--- src/rtl/segment_scan_decoder_pkg.sv ---
// Shared constants for the multiplexed 7-segment clock scanner.
// Holds segment patterns, digit slot indices and the scan FSM state type.
// No logic latency; pure definitions and helper functions.
package segment_scan_decoder_pkg;

    // Active-high segment patterns, bit0 = a ... bit6 = g
    localparam logic [6:0] SEG_0 = 7'h3F;
    localparam logic [6:0] SEG_1 = 7'h06;
    localparam logic [6:0] SEG_2 = 7'h5B;
    localparam logic [6:0] SEG_3 = 7'h4F;
    localparam logic [6:0] SEG_4 = 7'h66;
    localparam logic [6:0] SEG_5 = 7'h6D;
    localparam logic [6:0] SEG_6 = 7'h7D;
    localparam logic [6:0] SEG_7 = 7'h07;
    localparam logic [6:0] SEG_8 = 7'h7F;
    localparam logic [6:0] SEG_9 = 7'h6F;

    // Digit slot index = bit position of the one-hot digit select
    localparam int MIN_ONES = 0;
    localparam int MIN_TENS = 1;
    localparam int HR_ONES  = 2;
    localparam int HR_TENS  = 3;

    typedef enum logic [1:0] {
        IDLE   = 2'd0,
        SETTLE = 2'd1,
        HELD   = 2'd2
    } state_t;

    // Bit position of the highest set bit; only meaningful for one-hot input
    function automatic logic [1:0] sel_index(input logic [3:0] v);
        logic [1:0] idx;
        idx = 2'd0;
        for (int i = 0; i < 4; i++) begin
            if (v[i]) idx = 2'(i);
        end
        return idx;
    endfunction

endpackage

--- src/rtl/segment_scan_decoder_seg7_decode.sv ---
// Maps a 7-segment pattern to a BCD digit and a valid flag.
// Latency: combinational.
// Backpressure: none; output follows input continuously.
module seg7_decode
    import segment_scan_decoder_pkg::*;
(
    input  logic [6:0] pattern,
    output logic [3:0] digit,
    output logic       valid
);

    // Exact-match lookup; anything not in the table is flagged invalid
    always_comb begin
        digit = 4'd0;
        valid = 1'b1;
        case (pattern)
            SEG_0:   digit = 4'd0;
            SEG_1:   digit = 4'd1;
            SEG_2:   digit = 4'd2;
            SEG_3:   digit = 4'd3;
            SEG_4:   digit = 4'd4;
            SEG_5:   digit = 4'd5;
            SEG_6:   digit = 4'd6;
            SEG_7:   digit = 4'd7;
            SEG_8:   digit = 4'd8;
            SEG_9:   digit = 4'd9;
            default: valid = 1'b0;
        endcase
    end

endmodule

--- src/rtl/segment_scan_decoder.sv ---
// Reassembles an HH:MM time from a scanned 4-digit 7-segment display bus.
// Latency: frame_valid/frame_err one cycle after the fourth digit is accepted.
// Backpressure: none; the scan bus is free-running and sampled every cycle.
module segment_scan_decoder
    import segment_scan_decoder_pkg::*;
#(
    parameter int STABLE_CYCLES = 2
) (
    input  logic        clock,
    input  logic        reset,
    input  logic [3:0]  bytee,
    input  logic [6:0]  segment,
    output logic [11:0] data_out,
    output logic        frame_valid,
    output logic        frame_err,
    output logic        select_err
);

    localparam logic [4:0] STABLE_W = 5'(STABLE_CYCLES);

    state_t     state;
    logic [3:0] cnt;
    logic [3:0] sel_q;
    logic [3:0] mask;
    logic [3:0] digit_q [4];
    logic [3:0] dvalid_q;

    logic       multi_hot;
    logic       one_hot;
    logic       accept;
    logic [3:0] dec_digit;
    logic       dec_valid;
    logic [6:0] min_bin;
    logic [6:0] hr_bin;
    logic       frame_good;

    seg7_decode u_seg7_decode (
        .pattern (segment),
        .digit   (dec_digit),
        .valid   (dec_valid)
    );

    // Select classification and the digit-accept decision for this edge
    always_comb begin
        multi_hot = (bytee & (bytee - 4'd1)) != 4'd0;
        one_hot   = (bytee != 4'd0) && !multi_hot;
        accept    = 1'b0;
        if (!multi_hot) begin
            if (state == IDLE && one_hot && STABLE_W == 5'd1)
                accept = 1'b1;
            else if (state == SETTLE && bytee == sel_q && ({1'b0, cnt} + 5'd1) >= STABLE_W)
                accept = 1'b1;
        end
    end

    // Frame arithmetic stays 7 bits wide so out-of-range values are caught before truncation
    always_comb begin
        min_bin    = {3'b000, digit_q[MIN_TENS]} * 7'd10 + {3'b000, digit_q[MIN_ONES]};
        hr_bin     = {3'b000, digit_q[HR_TENS]}  * 7'd10 + {3'b000, digit_q[HR_ONES]};
        frame_good = (&dvalid_q) && (min_bin <= 7'd59) && (hr_bin <= 7'd23);
    end

    // Scan FSM, digit capture, frame evaluation and status outputs
    always_ff @(posedge clock) begin
        if (!reset) begin
            state       <= IDLE;
            cnt         <= 4'd0;
            sel_q       <= 4'd0;
            mask        <= 4'd0;
            dvalid_q    <= 4'd0;
            for (int i = 0; i < 4; i++) digit_q[i] <= 4'd0;
            data_out    <= 12'h000;
            frame_valid <= 1'b0;
            frame_err   <= 1'b0;
            select_err  <= 1'b0;
        end else begin
            frame_valid <= 1'b0;
            frame_err   <= 1'b0;

            // A full mask is reported one edge later unless a multi-hot select aborts it
            if (mask == 4'hF) begin
                mask <= 4'd0;
                if (!multi_hot) begin
                    if (frame_good) begin
                        data_out    <= {hr_bin[5:0], min_bin[5:0]};
                        frame_valid <= 1'b1;
                    end else begin
                        frame_err   <= 1'b1;
                    end
                end
            end

            if (multi_hot) begin
                select_err <= 1'b1;
                mask       <= 4'd0;
                state      <= IDLE;
                cnt        <= 4'd0;
            end else begin
                case (state)
                    IDLE: begin
                        if (one_hot) begin
                            sel_q <= bytee;
                            cnt   <= 4'd1;
                            state <= accept ? HELD : SETTLE;
                        end
                    end
                    SETTLE: begin
                        if (bytee == sel_q) begin
                            cnt <= cnt + 4'd1;
                            if (accept) state <= HELD;
                        end else begin
                            state <= IDLE;
                        end
                    end
                    HELD: begin
                        if (bytee != sel_q) state <= IDLE;
                    end
                    default: state <= IDLE;
                endcase
            end

            if (accept) begin
                digit_q[sel_index(bytee)]  <= dec_digit;
                dvalid_q[sel_index(bytee)] <= dec_valid;
                mask                       <= mask | bytee;
            end
        end
    end

endmodule

--- config.mk ---
export PLATFORM = sky130hd
export DESIGN_NAME = segment_scan_decoder
export DESIGN_NICKNAME = d
export VERILOG_FILES = /design/src/rtl/segment_scan_decoder_pkg.sv /design/src/rtl/segment_scan_decoder_seg7_decode.sv /design/src/rtl/segment_scan_decoder.sv
export SDC_FILE = /design/constraint.sdc
export NUM_CORES = 1
export LEC_CHECK = 0
export CORE_UTILIZATION = 55
export DETAILED_ROUTE_END_ITERATION = 12
export DONT_BUFFER_PORTS = 1
export PLACE_DENSITY = 0.79
export RECOVER_POWER = 50
export SETUP_SLACK_MARGIN = 0.2
export SLEW_MARGIN = 10
export SYNTH_ARGS = -nofsm -noshare
export SYNTH_HDL_FRONTEND = slang
export SYNTH_HIERARCHICAL = 1
export SYNTH_SLANG_ARGS = --single-unit
--- constraint.sdc ---
create_clock -name clock -period 6.6 [get_ports clock]
set_input_delay 0.66 -clock clock [delete_from_list [all_inputs] [get_ports clock]]
set_output_delay 0.66 -clock clock [all_outputs]
set_load 0.005 [all_outputs]
==> results.md <==
* Post-route insts no fill at 357
* Core Area at 4850 µm²
* Total gr overflow at 0
* Post-Synthesis Cells at 296
* Die span in y at 74.1 µm
* Die area at 5490 µm²
* Clock Tree Root: clkbuf_8
* Final setup vio count at 0
* Placed cell count at 349
* Clock skew at 0.00830 ns
* CTS Sinks at 49
* Worst skew pair latency at 0.30 ns
* Leak at 1.18 nW
* Synthesized flop and latch total at 49
* Max stage delay on crit path at 1.38 ns
* Ys flop type: dfxtp_1
* Global-route usage over all layers at 17.8%
* Status: finished, violations left
* Worst-path clk slew at 0.08 ns
* Post-route cell area at 2890 µm²
* DRT Wirelength at 4740 µm
* GP Congestion at 0.783
* Fin crit share at 48.8%
* Number of flops mapped to enable cells by yosys at 16
* Worst Setup Start Kind: primary input
* Post-CTS Resized at 0
* Area share of the largest cell type after synthesis at 23.1%
* Ant. Diodes at 0
* First-pass DRT Iterations at 4
* WL/cell at 13.3 µm
* CTS H-Tree Depth at 2
* Initial antenna violation count at 0
* Vias per cell at 5.47
* Initial Util at 58.9%
* Setup TNS at 0 ns
* Clock buffer depth at 2
* CP Class: in2reg
* Max Cap Viol at 1
* Area after DPL at 2840 µm²
* Share of layout cells above drive strength 1 at 6.21%
* Mapped Nets at 328
* Largest net degree at the start of global routing at 39
* Fin. Hold Viols at 0
* PD cells at 190 nW/µm²
* FMAX at 310 MHz
* Post-route DRC violation count at 0
* Buffers added on ports at 0
* Number of buffers added for setup after CTS at 0
* Worst-Margin Slew at 1.67 ns
* Pwr Total at 0.000547 W
* Antenna viol nets, final at 0
* Global-route wire length before repair at 7420 µm
* Leading area contributor after synthesis: dfxtp_1
* Layout area overhead at 1.05%
* Avg Inst Size Synth at 9.65 µm²
* Crit path max fanout at 12
* Vias after detailed routing at 1952
* Rows at 25
* Top post-synthesis cells by area: dfxtp_1 23%, edfxtp_1 17%, ha_1 6.6%, mux2i_1 6.0%, nand2_1 4.9%
* Max-slew violation count at 13
* CP cell instances: maj3_1 -> o21a_1 -> nor4_1 -> nand3_1 -> nand2_1
* Critical Path Slowest Stage Cell: nor4_1
* Critical path data required time at 6.60 ns
* Mapped Area at 2860 µm²
* Fin util at 59.6%
* Post-DP HPWL at 3630 µm
* Relative slew slack at -12.5%
* Sequential area share after synthesis at 39.9%
* I/O pin count at 28
* Unrepaired setup endpoints after global routing: no
* CTS Buf Count at 5
* TritonCTS clock tree: built
* Cell variety after synth at 60
* Endpoint class of the critical path: register
* Peak VDD IR at 121 µV
* Synth async-reset ratio at 0%
* Nets@finish at 321
* Worst path arrival time at 3.22 ns
* Min Clock Period, post-route at 3.22 ns
* YS warnings at 6
* Failing checks: capacitance limit, slew limit
* Die Wd at 74.1 µm
* CTS Hold Bufs at 0
* Vias in the first global route at 1748
* Hold/Removal Path Class: reg2reg
* Initial DRC count at 79
-- final timing paths --
path / startpoint / end / slack [ns] / cells after the start
max reg2reg: cnt[0]$_SDFFE_PP0P_ / digit_q[1][1]$_SDFFCE_PN0P_ / 3.58 / 6
min reg2reg: dvalid_q[2]$_SDFFE_PN0P_ / dvalid_q[2]$_SDFFE_PN0P_ / 0.46 / 2
max: bytee[3] / digit_q[1][1]$_SDFFCE_PN0P_ / 3.38 / 5
min: dvalid_q[2]$_SDFFE_PN0P_ / dvalid_q[2]$_SDFFE_PN0P_ / 0.46 / 2
-- layer usage --
metal	part of all wire (%)	track usage [%]
met1	46	21.3
met2	48	30.9
met3	5.4	5.56
met4	0.55	4.91
met5	0	0
-- critical path: cells and delay by family --
family                   cells  cell delay (ns)
AO/OA/AOI/OAI                1             0.26
AND/OR/NAND/NOR              3             1.92
adder cells (fa/ha/maj)      1             0.37
-- synthesized netlist by cell type, types with 2 or more instances --
library cell  instances
nand2_1              37
dfxtp_1              33
nor2_1               26
mux2i_1              17
edfxtp_1             16
ha_1                 15
inv_1                15
a21oi_1              12
xnor2_1              12
nor2b_1               8
nand3_1               7
nor3_1                7
and3_1                5
buf_6                 5
nand2b_1              5
buf_2                 4
clkbuf_1              4
fa_1                  4
nand3b_1              4
xor2_1                4
a21boi_1              3
a31oi_1               3
nand4_1               3
o21ai_0               3
or3b_1                3
a21o_1                2
and2_1                2
o21a_1                2
o21ai_2               2
or2_2                 2
or3_4                 2
-- flip-flops by register name (all words and copies together) (netlist names), 2 cells and up --
signal,flops
digit_q,16
data_out,12
cnt,4
dvalid_q,4
mask,4
sel_q,4
state,2
-- cell type report --
cell class / count / area [µm²]
Multi-Input combinational cell: 218 / 1520
Sequential cell: 49 / 1140
Inverter: 15 / 56.3
Clock inverter: 1 / 7.51
Fill cell: 419 / 1960
Tap cell: 67 / 83.8
Clock buffer: 7 / 76.3
-- where the power goes --
group	leakage [nW]	switching [W]	internal [W]
combinational	0.711	0.0000296	0.0000282
clock	0.0385	0.0000940	0.0000751
sequential	0.433	0.00000409	0.000316
total	1.18	0.000128	0.000420
-- cell usage in the layout, fill, tap and decap left out, types with 3 or more instances in the layout --
master and n:
inv_1 15, ha_1 15, and3_1 5, nand3b_1 4
fa_1 4, nor3_1 8, xor2_1 4, or3b_1 3
a31oi_1 3, nand4_1 3, nand3_1 7, nor2_1 26
o21a_1 3, xnor2_1 12, mux2i_1 17, nand2_1 37
a21boi_1 3, nor2b_1 8, o21ai_0 3, edfxtp_1 16
clkbuf_8 5, a21oi_1 12, nand2b_1 5, dfxtp_1 33
-- cells by family (layout without fill, tap and decap cells) --
kind of cell             after synthesis  in the layout  synth area share, %
AO/OA/AOI/OAI                         41             41                 10.5
XOR/XNOR                              16             16                 4.90
adder cells (fa/ha/maj)               20             20                 9.72
buffers and inverters                 29             23                 5.43
flip-flops                            49             49                 39.9
multiplexers                          18             18                 6.35
AND/OR/NAND/NOR                      123            123                 23.2
-- metrics by stage --
step           hold slack, ns  setup slack, ns
2_1_floorplan           0.435             4.04
3_3_place_gp            0.448             3.73
3_5_place_dp            0.454             3.64
4_1_cts                 0.465             3.63
5_1_grt                 0.472             3.17
6_report                0.461             3.38
Power figures use the tool's default switching activity.
